`config.mk`:
```
export PLATFORM = sky130hd
export DESIGN_NAME = cart_port_responder
export DESIGN_NICKNAME = d
export VERILOG_FILES = /design/src/rtl/cart_port_pkg.sv /design/src/rtl/strobe_sync.sv /design/src/rtl/cart_port_responder.sv
export SDC_FILE = /design/constraint.sdc
export NUM_CORES = 1
export LEC_CHECK = 0
export CAP_MARGIN = 20
export CORE_MARGIN = 8
export CORE_UTILIZATION = 40
export DETAILED_ROUTE_END_ITERATION = 7
export PLACE_DENSITY_LB_ADDON = 0.15
export SYNTH_ARGS = -nofsm -noshare
export SYNTH_HDL_FRONTEND = slang
export SYNTH_SLANG_ARGS = --single-unit
export TNS_END_PERCENT = 1
```
`constraint.sdc`:
```
create_clock -name CLK_24M -period 2.35 [get_ports CLK_24M]
set_clock_uncertainty 0.05 [all_clocks]
set_input_delay 0.47 -clock CLK_24M [delete_from_list [all_inputs] [get_ports CLK_24M]]
set_output_delay 0.47 -clock CLK_24M [all_outputs]
set_load 0.01 [all_outputs]
```
`src/rtl/cart_port_pkg.sv`:
```
// Shared constants and FSM state encoding for the cartridge PORT-space responder.
package cart_port_pkg;

  localparam int BANK_W = 3;
  localparam int CNT_W  = 4;

  localparam logic [18:0] BANK_REG_ADDR = 19'h7FFF8;
  localparam logic [18:0] ID_REG_ADDR   = 19'h7FFFF;

  typedef enum logic [1:0] {
    ST_IDLE = 2'd0,
    ST_WAIT = 2'd1,
    ST_ACK  = 2'd2
  } state_e;

endpackage

```
`src/rtl/strobe_sync.sv`:
```
// Two-flop synchroniser for one active-low port strobe; resets to the inactive (high) level.
module strobe_sync (
  input  logic clk,
  input  logic rst,
  input  logic d_i,
  output logic q_o
);

  logic [1:0] sync_q;

  always_ff @(posedge clk or posedge rst) begin
    if (rst) sync_q <= 2'b11;
    else     sync_q <= {sync_q[0], d_i};
  end

  assign q_o = sync_q[1];

endmodule

```
`src/rtl/cart_port_responder.sv`:
```
// Cartridge responder for 68K PORT space: counted wait, PDTACK handshake,
// P-ROM bank register and banked ROM / ID register read path.
module cart_port_responder
  import cart_port_pkg::*;
#(
  parameter int          WAIT_CYCLES = 3,
  parameter logic [1:0]  PWAIT_CFG   = 2'b11,
  parameter logic [7:0]  ID_BYTE     = 8'hC3
) (
  input  logic               CLK_24M,
  input  logic               RESET,
  input  logic [18:0]        M68K_ADDR,
  input  logic [15:0]        M68K_DATA_IN,
  output logic [15:0]        M68K_DATA_OUT,
  output logic               DATA_OE,
  input  logic               nPORTOEL,
  input  logic               nPORTOEU,
  input  logic               nPORTWEL,
  input  logic               nPORTWEU,
  output logic               nPWAIT0,
  output logic               nPWAIT1,
  output logic               PDTACK,
  output logic [21:0]        ROM_ADDR,
  input  logic [15:0]        ROM_DATA,
  output logic [BANK_W-1:0]  BANK
);

  localparam logic [CNT_W-1:0] WAIT_INIT = CNT_W'(WAIT_CYCLES);

  logic [3:0] strb_raw;
  logic [3:0] strb_s;

  assign strb_raw = {nPORTOEL, nPORTOEU, nPORTWEL, nPORTWEU};

  for (genvar g = 0; g < 4; g++) begin : g_sync
    strobe_sync u_sync (
      .clk (CLK_24M),
      .rst (RESET),
      .d_i (strb_raw[g]),
      .q_o (strb_s[g])
    );
  end

  logic acc, wr, rd, wel;
  assign acc = ~&strb_s;
  assign wel = ~strb_s[1];
  assign wr  = ~strb_s[1] | ~strb_s[0];
  assign rd  = acc & ~wr;

  state_e             state_q;
  logic [CNT_W-1:0]   cnt_q;
  logic [18:0]        addr_q;
  logic               wr_q, wel_q;
  logic [BANK_W-1:0]  bank_q;
  logic [21:0]        rom_addr_q;
  logic [15:0]        dout_q;
  logic               oe_q, pdtack_q;

  // With zero wait cycles the ACK entry happens straight from IDLE, so the
  // access attributes come from the live bus rather than the latched copy.
  logic [18:0] cur_addr_d;
  logic        cur_wr_d, cur_wel_d, enter_ack_d;

  always_comb begin
    cur_addr_d  = addr_q;
    cur_wr_d    = wr_q;
    cur_wel_d   = wel_q;
    enter_ack_d = 1'b0;
    if (state_q == ST_IDLE) begin
      cur_addr_d  = M68K_ADDR;
      cur_wr_d    = wr;
      cur_wel_d   = wel;
      enter_ack_d = acc && (WAIT_INIT == '0);
    end else if (state_q == ST_WAIT) begin
      enter_ack_d = acc && (cnt_q <= CNT_W'(1));
    end
  end

  always_ff @(posedge CLK_24M or posedge RESET) begin
    if (RESET) begin
      state_q    <= ST_IDLE;
      cnt_q      <= '0;
      addr_q     <= '0;
      wr_q       <= 1'b0;
      wel_q      <= 1'b0;
      bank_q     <= '0;
      rom_addr_q <= '0;
      dout_q     <= '0;
      oe_q       <= 1'b0;
      pdtack_q   <= 1'b0;
    end else begin
      case (state_q)
        ST_IDLE: begin
          if (acc) begin
            addr_q     <= M68K_ADDR;
            wr_q       <= wr;
            wel_q      <= wel;
            rom_addr_q <= {bank_q, M68K_ADDR};
            cnt_q      <= WAIT_INIT;
            oe_q       <= rd;
            state_q    <= ST_WAIT;
          end
        end
        ST_WAIT: begin
          if (!acc) begin
            state_q <= ST_IDLE;
            oe_q    <= 1'b0;
          end else if (!enter_ack_d) begin
            cnt_q <= cnt_q - CNT_W'(1);
          end else begin
            cnt_q <= '0;
          end
        end
        ST_ACK: begin
          if (!acc) begin
            state_q  <= ST_IDLE;
            pdtack_q <= 1'b0;
            oe_q     <= 1'b0;
          end
        end
        default: state_q <= ST_IDLE;
      endcase

      if (enter_ack_d) begin
        state_q  <= ST_ACK;
        pdtack_q <= 1'b1;
        if (cur_wr_d && cur_wel_d && cur_addr_d == BANK_REG_ADDR)
          bank_q <= M68K_DATA_IN[BANK_W-1:0];
        if (!cur_wr_d)
          dout_q <= (cur_addr_d == ID_REG_ADDR) ? {ID_BYTE, 5'b0, bank_q} : ROM_DATA;
      end
    end
  end

  logic unused_din;
  assign unused_din = ^M68K_DATA_IN[15:BANK_W];

  assign {nPWAIT1, nPWAIT0} = PWAIT_CFG;
  assign M68K_DATA_OUT      = dout_q;
  assign DATA_OE            = oe_q;
  assign PDTACK             = pdtack_q;
  assign ROM_ADDR           = rom_addr_q;
  assign BANK               = bank_q;

endmodule

```
After elaboration in Yosys (flattened, before gate mapping)
Cells that the tools add are included.
W data, S select, Z words.
{ "totals": {"regBits": 78, "n_memories": 0, "input_bits": 57, "latchBits": 0, "rom_bits": 0, "ram_bits": 0, "word_cells": 69} }
{ "classes": {"bitwise_logic": 7, "n_eq_ne": 9, "reduce_logical": 18, "order_cmp": 1, "n_addsub": 1, "shifts": 0, "n_div": 0, "multipliers": 0, "muxes": 19} }
{ "op_table": {"columns": ["cell", "n"], "rows": [
  ["$eq A19 B19 Y1 const B", 2],
  ["$mux W19", 1],
  ["$mux W16", 1],
  ["$mux W4", 3],
  ["$reduce_and A2 Y1", 5],
  ["$mux W1", 8],
  ["$pmux W4 S2", 1],
  ["$reduce_bool A2 Y1", 4],
  ["$mux W2", 3],
  ["$reduce_and A3 Y1", 2],
  ["$not A1 Y1", 5],
  ["$le A4 B1 Y1 const B", 1],
  ["$ne A2 B2 Y1 const B", 2],
  ["$pmux W2 S2", 1],
  ["$reduce_and A4 Y1", 1],
  ["$sub A4 B1 Y4 const B", 1],
  ["$logic_and A1 B1 Y1", 3],
  ["$ne A3 B1 Y1 const B", 1],
  ["$ne A3 B3 Y1 const B", 1],
  ["$eq A2 B1 Y1 const B", 1],
  ["$eq A2 B2 Y1 const B", 1],
  ["$logic_not A2 Y1", 1],
  ["$ne A2 B1 Y1 const B", 1],
  ["$pmux W1 S2", 1],
  ["other kinds (4)", 4]
]} }

Depth between registers and ports, before layout
Gate-level depths: netlist of run 1.
{ "depth": {"depth_word": 8, "mapped_depth": 9} }

Modules after synthesis
A second synthesis of run 1 with hierarchy kept.
{ "hier_totals": {"hier_cells": 231, "hier_area_um2": 2598.7} }
{ "by_module_without_submodules": {"columns": ["mod", "area_per_inst_um2", "cells_per_inst", "instances"], "rows": [
  ["cart_port_responder", 2373.5, 219, 1],
  ["strobe_sync", 56.3, 3, 4]
]} }

Worst setup path before layout of run 1
No wires, ideal clock.
{ "synth_timing": {"path_type": "flip-flop to flip-flop", "from": "reg state_q[0]", "to": "reg bank_q[0], in the netlist BANK[0]", "slack_ns": 0.288, "period_less_slack_ns": 2.062, "path_stages_with_launch": 8, "setup_time_ns": 0.125, "t_required_ns": 2.175, "path_buffers": 0, "t_arrival_ns": 1.887, "path_cell_list": "dfrtp_1 > inv_1 > ha_1 > nand4b_1 > nor4_2 > o21ai_1 > or3_4 > mux2_4"} }
{ "synth_between": {"elab_chain_len": 5} }
{ "synth_lines": {"columns": ["element", "line", "text"], "rows": [
  ["start, declared", "cart_port_responder.sv:50", "state_e state_q;"],
  ["start signal, assigned", "cart_port_responder.sv:81", "state_q <= ST_IDLE;"],
  ["start signal, assigned", "cart_port_responder.sv:101", "state_q <= ST_WAIT;"],
  ["start signal, assigned", "cart_port_responder.sv:106", "state_q <= ST_IDLE;"],
  ["$logic_not A2 Y1", "cart_port_responder.sv:69", "if (state_q == ST_IDLE) begin"],
  ["$mux W19 / $mux W1 (equally long branches)", "cart_port_responder.sv:69", null],
  ["$eq A19 B19 Y1 / $logic_and A1 B1 Y1 (equally long branches)", "cart_port_responder.sv:127", "if (cur_wr_d && cur_wel_d && cur_addr_d == BANK_REG_ADDR)"],
  ["$logic_and A1 B1 Y1", "cart_port_responder.sv:127", null],
  ["$reduce_and A2 Y1 (no line) *", null, null],
  ["end signal, assigned", "cart_port_responder.sv:128", "bank_q <= M68K_DATA_IN[BANK_W-1:0];"],
  ["end, declared", "cart_port_responder.sv:54", "logic [BANK_W-1:0] bank_q;"]
]} }
Every way passes the cells marked *; elsewhere a longest branch is shown, timed or not.
A chain may end at the register's enable or synchronous reset.

Worst setup path after layout of run 1
{ "layout_timing": {"from": "reg state_q[1]", "to": "reg bank_q[1], in the netlist BANK[1]"} }
The elaborated chain is that of the path after synthesis.

==> out/qor.txt, run 1 <==
outcome: finished, final reports clean
top-area cell type share of the netlist area: 0.5157
total of max-cap violations: 0
Die Y-Extent: 94.66 µm
die width: 94.66 µm
Met2 Wirelength: 2.680 mm
# IOs: 102
reg2reg setup slack: 0.17 ns
CP top delay family: simple AND/OR/NAND/NOR gates
Mapped Area: 2475 µm²
via/cell ratio: 5.110
core area: 5956 µm²
worst hold-check path type: reg2reg
clk sink count: 59
CP max stage delay: 0.41 ns
CP Capture Type: flop
Avg Cell Area, Syn: 12.76 µm²
Arr. time, crit path: 2.34 ns
CP Launch Type: flop
first-pass GRT wire length: 9.839 mm
Total Routing Usage GR: 0.1425
CTS tree: done
Max VDD drop: 0.6767 mV
Vias: 1906
top post-synthesis cells by area: dfrtp_1, mux2_2, dfstp_2, a22o_1, nand4_1
leading area contributor after synthesis: dfrtp_1
ANT nets after route: 0
Clock transition at path regs: 0.07 ns
initial DRC count: 27
total gr overflow: 0
Critical Path Fanout Max: 4
PwrDens: 1252 nW/µm²
Period minus WS final: 2.179 ns
drt drc: 0
Die ar.: 8961 µm²
unrepaired setup endpoints after global routing: no
largest net degree at the start of global routing: 30
Slew @ Worst Pin: 0.5554 ns
DR WL/cell: 16.50 µm
Max-slew headroom: 0.6292
DP HPWL: 4.694 mm
Buffers & Inverters on Critical Path: 1
Design Power: 4.590 mW
gpl congestion: 0.7721
met1 wire length: 2.834 mm
Leak: 1.557 nW
Critical Path RT: 2.52 ns
Hold Fails Final Rpt: 0
Setup CP Type: reg2reg
register bit total from synthesis: 59
CTS root buf: clkbuf_8
post-synthesis cell count: 194
Post-DP Area: 3482 µm²
WL final: 6.154 mm
fmax: 458.9 MHz
cts bufs inserted: 9
Detail Route met3 WL: 495 µm
Inserted Diodes: 0
Starting Density: 0.4155
Final Max Slew Viols: 0
Setup-failing EPs final: 0
vias in the first global route: 2000
share of cells above drive strength 1: 0.2215
Fin Hold WS: 0.3057 ns
Netlist cell types: 34
Ys Warns: 0
worst-path cell chain: inv_1, ha_2, nand4_1, nor4_2, o21ai_1, or3_4, mux2_4
Layout fillers: 518
Port Buffers: 86
area delta synth->final: 48.13%
Seq/Total Area, Yosys: 0.6006
CTS Hold Bufs: 0
antenna violations before repair: 0
Worst-Skew Late Latency: 0.33 ns
DRT Pass-1 Iters: 4
highest metal used: met4
num rows: 28
design area: 3666 µm²
clk buf depth: 2
H-Tree Depth: 3
CP max stage cell: or3_4
Nets: 354
share of the clock period used by the worst path: 0.9274
==> cell families after synthesis <==
| logic type | synth area share |
|---|---|
| AOI/OAI and AO/OA | 0.1021 |
| muxes | 0.1390 |
| other | 0.001515 |
| DFF | 0.6006 |
| adders and majority gates | 0.02022 |
| buffers and inverters | 0.02679 |
| and+or+nand+nor | 0.1097 |
==> registers in the layout (all words and copies together), names as in the netlist <==
signal / count
addr_q: 18
M68K_DATA_OUT: 16
g_sync.u_sync.sync_q: 8
ROM_ADDR: 4
cnt_q: 4
BANK: 3
state_q: 2
DATA_OE: 1
PDTACK: 1
wel_q: 1
wr_q: 1
==> path summary, 6_finish.rpt <==
check	start	end	depth (start not counted)
worst max-delay path	state_q[1]	BANK[1]	7
worst min-delay path	g_sync[0].u_sync.sync_q[0]	g_sync[0].u_sync.sync_q[1]	0
worst max register to register	state_q[1]	BANK[1]	7
worst min register to register	g_sync[0].u_sync.sync_q[0]	g_sync[0].u_sync.sync_q[1]	0
max in group asynchronous	RESET	addr_q[2]	3
min in group asynchronous	RESET	addr_q[11]	2
==> power breakdown <==
part / internal, mW / leakage, nW / total [mW] / switching, mW
sequential: 1.42 / 0.708 / 1.69 / 0.271
clock: 0.436 / 0.0884 / 0.829 / 0.393
combinational: 1.22 / 0.760 / 2.07 / 0.849
total: 3.08 / 1.56 / 4.59 / 1.51
==> cell usage after synthesis (all sizes together) <==
cell and n:
nor3 4, a22o 11, buf 8, nand2 11, nor2b 1, conb 1
o22a 4, mux2i 4, nand2b 2, mux2 26, o22ai 1, dfstp 8
dfrtp 51, or2 1, a21boi 1, inv 6, o211ai 1, ha 4
nor4 2, nor2 11, nand3 2, nand4 9, o21ai 9, o32a 1
nand4b 2, and2 2, or3 2, a21oi 9
==> layer usage <==
metal  up-vias  global-route usage
li1        901                   -
met1       923              0.1773
met2        71              0.2138
met3        11             0.05159
met4         0             0.07152
met5         -                   0
==> layout make-up <==
type,instances,area [µm²],share of cell area
inverter,6,22.52,0.006143
tap,75,93.84,0.02560
sequential,59,1486,0.4055
multi-input combinational,122,929.6,0.2536
timing repair buffer,95,953.4,0.2601
clock inverter,4,25.02,0.006826
clock buffer,12,155.1,0.04232
==> cells in the final DEF (no fill, tap or decap), types with 2 or more instances in the layout <==
cell / n
clkinvlp_4: 2
clkdlybuf4s50_1: 86
a21oi_1: 9
conb_1: 2
a22o_1: 11
nand4b_1: 2
nand3_1: 2
buf_4: 7
inv_1: 5
dfrtp_1: 51
ha_1: 3
dfstp_2: 8
nor2_1: 11
nand4_1: 9
clkbuf_8: 11
buf_12: 2
mux2i_1: 4
clkinv_2: 2
o22a_1: 4
mux2_2: 23
nor4_2: 2
mux2_4: 3
nor3_1: 3
nand2b_1: 2
nand2_1: 11
o21ai_0: 8
==> metrics by stage <==
step           TNS, ns  setup slack, ns  cells  utilization
2_1_floorplan        0           0.2881    195            -
3_3_place_gp   -0.1940         -0.06523    357       0.5847
3_5_place_dp   -0.2672         -0.09346    357       0.5847
4_1_cts              0          0.08261    373       0.6149
5_1_grt              0          0.01339    373       0.6155
6_report             0           0.1706    373       0.6155
==> timing repair <==
| item | CTS | global route |
|---|---|---|
| gates resized for setup | 0 | 2 |
| endpoints found under the setup margin | 0 | 12 |
| setup buffers | 0 | 0 |
Power figures use the tool's default switching activity.
==> run 2: changes to the inputs <==
--- a/config.mk
+++ b/config.mk
@@ -6,7 +6,6 @@
 export NUM_CORES = 1
 export LEC_CHECK = 0
 export CAP_MARGIN = 20
-export CORE_MARGIN = 8
 export CORE_UTILIZATION = 40
 export DETAILED_ROUTE_END_ITERATION = 7
 export PLACE_DENSITY_LB_ADDON = 0.15
==> run 2 against run 1 <==
Clock power down 1%. Sequential power about the same. Via count down 1.0%. Power down 2.0%. Non-clock buffer count down 1. Combinational power down 4%. Routed wire length down 10%. Final cell count down 0.54%. Highest routed layer unchanged.
==> out/qor.txt, run 2 (synthesis gave the netlist of run 1 again) <==
vias in the first global route: 1873 (-6.4%)
DP HPWL: 4.067 mm (-13%)
Post-DP Area: 3462 µm² (-0.57%)
Critical Path RT: 2.51 ns (about the same)
Nets: 353 (-0.28%)
WL final: 5.510 mm (-10%)
Vias: 1886 (-1.0%)
register area: 1486 µm² (unchanged)
Biggest register: addr_q
CP max stage delay: 0.41 ns (about the same)
share of cells above drive strength 1: 0.2095 (-0.01202)
# IOs: 102 (unchanged)
core area: 5956 µm² (unchanged)
pre-CTS WS: -0.06736 ns (+0.02610 ns)
total gr overflow: 0 (unchanged)
Fin Hold WS: 0.3057 ns (-0.000001000 ns)
Arr. time, crit path: 2.34 ns (about the same)
commonest non-fill, non-tap cell in the layout: clkdlybuf4s50_1
Setup WS post-layout: 0.1699 ns (-0.0007810 ns)
Comb pwr share: 0.441 (-0.011)
outcome: finished, final reports clean
DR WL/cell: 14.85 µm (-10%)
CTS root buf: clkbuf_8
antenna violations before repair: 0 (unchanged)
switch share: 0.3235 (-0.006125)
clk sink count: 59 (unchanged)
Clock transition at path regs: 0.06 ns (about the same)
unrepaired setup endpoints after global routing: no
gpl congestion: 0.7693 (-0.36%)
CP Capture Type: flop
Critical Path Fanout Max: 4 (unchanged)
Starting Density: 0.4155 (unchanged)
initial DRC count: 86 (+220%)
cts bufs inserted: 9 (unchanged)
Setup CP Type: reg2reg
total of max-cap violations: 0 (unchanged)
CP max stage cell: or3_4
fmax: 458.7 MHz (about the same)
# placed instances: 356 (-0.28%)
most frequent cells in the layout: clkdlybuf4s50_1, dfrtp_1, mux2_2
Final Max Slew Viols: 0 (unchanged)
final cell count without fillers: 371 (-0.54%)
CTS Hold Bufs: 0 (unchanged)
clock group share of total power: 0.182 (about the same)
Period minus WS final: 2.180 ns (+0.0007810 ns)
cell internal pwr: 3.044 mW (-1.1%)
Psw: 1.456 mW (-3.8%)
H-Tree Depth: 3 (unchanged)
num rows: 28 (unchanged)
Worst-Skew Late Latency: 0.33 ns (about the same)
share of the clock period used by the worst path: 0.9277 (about the same)
DRT Pass-1 Iters: 4 (unchanged)
Port Buffers: 86 (unchanged)
Total Routing Usage GR: 0.1854 (+0.04289)
worst-path cell chain: inv_1, ha_1, nand4_1, nor4_2, o21ai_1, or3_4, mux2_4
Buffers & Inverters on Critical Path: 1 (unchanged)
largest net degree at the start of global routing: 31 (+3.3%)
Die ar.: 6506 µm² (-27%)
ANT nets after route: 0 (unchanged)
Setup-failing EPs final: 0 (unchanged)
CP Launch Type: flop
Seq pwr share: 0.377 (+0.009)
die width: 80.66 µm (-15%)
clk buf depth: 2 (unchanged)
first-pass GRT wire length: 8.825 mm (-10%)
Layout fillers: 525 (+1.4%)
setup_tns: 0 ns (unchanged)
design area: 3641 µm² (-0.68%)
Slew @ Worst Pin: 0.5173 ns (-0.03808 ns)
Core Util, Final: 0.6113 (-0.004201)
CP top delay family: simple AND/OR/NAND/NOR gates
Post-CTS Resized: 0 (unchanged)
Design Power: 4.500 mW (-2.0%)
CTS tree: done
Hold Fails Final Rpt: 0 (unchanged)
worst hold-check path type: reg2reg
via/cell ratio: 5.084 (-0.52%)
footprint of the multi-input gates: 925.9 µm² (-0.40%)
area delta synth->final: 47.12%
Max-slew headroom: 0.6546 (+0.02543)
postcts setup bufs: 0 (unchanged)
PwrDens: 1236 nW/µm² (-1.3%)
Die Y-Extent: 80.66 µm (-15%)
drt drc: 0 (unchanged)
Max VDD drop: 0.7504 mV (+11%)
flip-flop count of the largest register after layout: 18 (unchanged)
Inserted Diodes: 0 (unchanged)
Leak: 1.554 nW (-0.18%)
-- run 2: cell types whose count changed in the layout (fill, tap and decap cells not counted), sizes merged --
cell,previous run,this run
buf,9,8
clkbuf,12,13
clkinvlp,2,0
-- run 2: area by class of cell --
type	instances	area share
flip-flops and latches	59	0.4082
repair buffers	94	0.2564
multi-input cells	122	0.2543
clock buffers	13	0.04639
well taps	75	0.02577
inverters	6	0.006186
clock inverters	2	0.002749
-- run 2: worst paths after layout --
kind                                       startpoint                         end  slack (ns)  cells after the start
max reg2reg                                state_q[1]                     BANK[2]        0.17                      7
min in group asynchronous                       RESET                   addr_q[9]        0.44                      2
min                        g_sync[3].u_sync.sync_q[0]  g_sync[3].u_sync.sync_q[1]        0.31                      0
min reg2reg                g_sync[3].u_sync.sync_q[0]  g_sync[3].u_sync.sync_q[1]        0.31                      0
max in group asynchronous                       RESET  g_sync[0].u_sync.sync_q[0]        1.22                      3
max                                        state_q[1]                     BANK[2]        0.17                      7
-- run 2: power by group through the flow --
stage               logic [mW]  registers [mW]  clock network [mW]
floorplan                0.916            1.82                   0
global placement          1.97            1.70                   0
detailed placement        2.01            1.71                   0
CTS                       2.01            1.69               0.852
global route              2.17            1.75               0.897
finish                    1.99            1.70               0.819
-- run 2: metal layers --
| metal | vias up | GRT usage | routed length, µm |
|---|---|---|---|
| met1 | 921 | 0.2416 | 2421 |
| li1 | 892 | - | - |
| met5 | - | 0 | 0 |
| met2 | 63 | 0.2754 | 2599 |
| met3 | 10 | 0.05682 | 390 |
| met4 | 0 | 0.09643 | 99 |
==> run 3: changes to the inputs <==
--- a/config.mk
+++ b/config.mk
@@ -8,6 +8,7 @@
 export CAP_MARGIN = 20
 export CORE_UTILIZATION = 40
 export DETAILED_ROUTE_END_ITERATION = 7
+export GPL_TIMING_DRIVEN = 0
 export PLACE_DENSITY_LB_ADDON = 0.15
 export SYNTH_ARGS = -nofsm -noshare
 export SYNTH_HDL_FRONTEND = slang
==> run 3 against run 2 <==
Combinational power about the same. Critical path depth unchanged. Sequential cell count is the same. Register-to-register slack got worse by 0.11 ns. Clock power grew 0.5%. Worst hold slack barely moved. Largest power group unchanged.
==> out/qor.txt, run 3 (synthesis gave the netlist of run 1 again) <==
Biggest register: addr_q
CP Capture Type: flop
CTS Hold Bufs: 0 (unchanged)
initial DRC count: 31 (-64%)
flip-flop count of the largest register after layout: 18 (unchanged)
Worst-Skew Late Latency: 0.33 ns (about the same)
H-Tree Depth: 3 (unchanged)
share of the clock period used by the worst path: 0.9751 (+0.04737)
unrepaired setup endpoints after global routing: no
Setup CP Type: reg2reg
Max VDD drop: 0.7028 mV (-6.3%)
first-pass GRT wire length: 8.749 mm (-0.86%)
Arr. time, crit path: 2.46 ns (+0.12 ns)
total of max-cap violations: 0 (unchanged)
cts bufs inserted: 9 (unchanged)
Inserted Diodes: 0 (unchanged)
Die Y-Extent: 80.66 µm (unchanged)
worst hold-check path type: reg2reg
outcome: finished, final reports clean
clk buf depth: 2 (unchanged)
Critical Path RT: 2.51 ns (about the same)
Hold Fails Final Rpt: 0 (unchanged)
Total Routing Usage GR: 0.1815 (-0.003880)
most frequent cells in the layout: clkdlybuf4s50_1, dfrtp_1, mux2_2
Port Buffers: 86 (unchanged)
ANT nets after route: 0 (unchanged)
WL final: 5.420 mm (-1.6%)
worst-path cell chain: inv_1, ha_1, nand4b_1, nor4_2, o21ai_1, or3_4, mux2_4
commonest non-fill, non-tap cell in the layout: clkdlybuf4s50_1
die width: 80.66 µm (unchanged)
Layout fillers: 507 (-3.4%)
DP HPWL: 3.980 mm (-2.1%)
Critical Path Fanout Max: 4 (unchanged)
# IOs: 102 (unchanged)
footprint of the multi-input gates: 925.9 µm² (unchanged)
Setup-failing EPs final: 0 (unchanged)
Vias: 1883 (-0.16%)
share of cells above drive strength 1: 0.2174 (+0.007932)
Max-slew headroom: 0.6011 (-0.05346)
CTS tree: done
Clock transition at path regs: 0.06 ns (about the same)
CP max stage cell: or3_4
min-delay src: g_sync[2].u_sync.sync_q[0]
Design Power: 4.490 mW (-0.22%)
vias in the first global route: 1841 (-1.7%)
Critical Path Start: state_q[0]
num rows: 28 (unchanged)
Nets: 356 (+0.85%)
DRT Pass-1 Iters: 4 (unchanged)
CP Launch Type: flop
via/cell ratio: 5.035 (-0.96%)
total gr overflow: 0 (unchanged)
CP max stage delay: 0.42 ns (about the same)
register area: 1486 µm² (unchanged)
CTS root buf: clkbuf_8
gpl congestion: 0.7899 (+2.7%)
Leak: 1.565 nW (+0.69%)
Die ar.: 6506 µm² (unchanged)
clk sink count: 59 (unchanged)
fmax: 436.4 MHz (-4.9%)
Starting Density: 0.4155 (unchanged)
Slew @ Worst Pin: 0.5974 ns (+0.08008 ns)
Reg2Reg Launch Point: state_q[0]
drt drc: 0 (unchanged)
Period minus WS final: 2.291 ns (+0.1113 ns)
area delta synth->final: 47.52%
antenna violations before repair: 0 (unchanged)
Setup WS post-layout: 0.05853 ns (-0.1113 ns)
core area: 5956 µm² (unchanged)
Core Util, Final: 0.6130 (+0.001680)
reg2reg setup slack: 0.06 ns (-0.11 ns)
PwrDens: 1230 nW/µm² (-0.49%)
design area: 3651 µm² (+0.27%)
Final Max Slew Viols: 0 (unchanged)
Post-DP Area: 3453 µm² (-0.25%)
pre-CTS WS: -0.2318 ns (-0.1644 ns)
DR WL/cell: 14.49 µm (-2.4%)
largest net degree at the start of global routing: 33 (+6.5%)
-- run 3: cell count changes in the layout (fill, tap and decap cells not counted), sizes merged --
| cell | change |
|---|---|
| buf | +3 |
-- run 3: worst paths after layout --
check,endpoint,cells after the start
max in group asynchronous,g_sync[1].u_sync.sync_q[0],3
max reg2reg,BANK[0],7
min reg2reg,g_sync[2].u_sync.sync_q[1],0
min,g_sync[2].u_sync.sync_q[1],0
min in group asynchronous,M68K_DATA_OUT[6],2
max,BANK[0],7
-- run 3: worst max-delay path: cells and delay by family, from the launching register on --
| kind | cells | cell delay, ns |
|---|---|---|
| buffers and inverters | 1 | 0.07 |
| AO/OA/AOI/OAI | 1 | 0.10 |
| adder cells (fa/ha/maj) | 1 | 0.24 |
| multiplexers | 1 | 0.31 |
| AND/OR/NAND/NOR | 3 | 1.01 |
| flip-flops | 1 | 0.39 |
-- run 3: timing repair --
action | 4_1_cts | 5_1_grt
setup endpoints to repair | 9 | 12
pin swaps | 1 | 2
buffers inserted | 2 | 1
resized for setup | 0 | 0
-- run 3: final cells by class --
type / count / share of cell area
Multi-Input combinational cell: 122 / 0.2536
Sequential cell: 59 / 0.4071
Inverter: 6 / 0.006169
Tap cell: 75 / 0.02570
Clock buffer: 13 / 0.04626
Clock inverter: 2 / 0.002742
Buffer: 7 / 0.01097
Timing Repair Buffer: 90 / 0.2474
-- run 3: metal layers --
layer	vias to the layer above	GRT usage	routed length, µm
met1	915	0.2393	2457
li1	897	-	-
met5	-	0	0
met4	0	0.1036	104
met2	61	0.2686	2496
met3	10	0.04659	362
-- run 3: per-stage QoR --
step / hold WS, ns / cells / TNS, ns
floorplan: 0.2952 / 195 / 0
global placement: 0.2956 / 356 / -37.57
detailed placement: 0.2968 / 357 / -2.325
CTS: 0.3061 / 374 / 0
global route: 0.3075 / 374 / 0
finish: 0.3059 / 374 / 0
-- run 3: report_power, final --
part | internal (mW) | total [mW] | switching, mW
Combinational | 1.16 | 1.98 | 0.813
Sequential | 1.42 | 1.69 | 0.274
Clock | 0.460 | 0.823 | 0.363
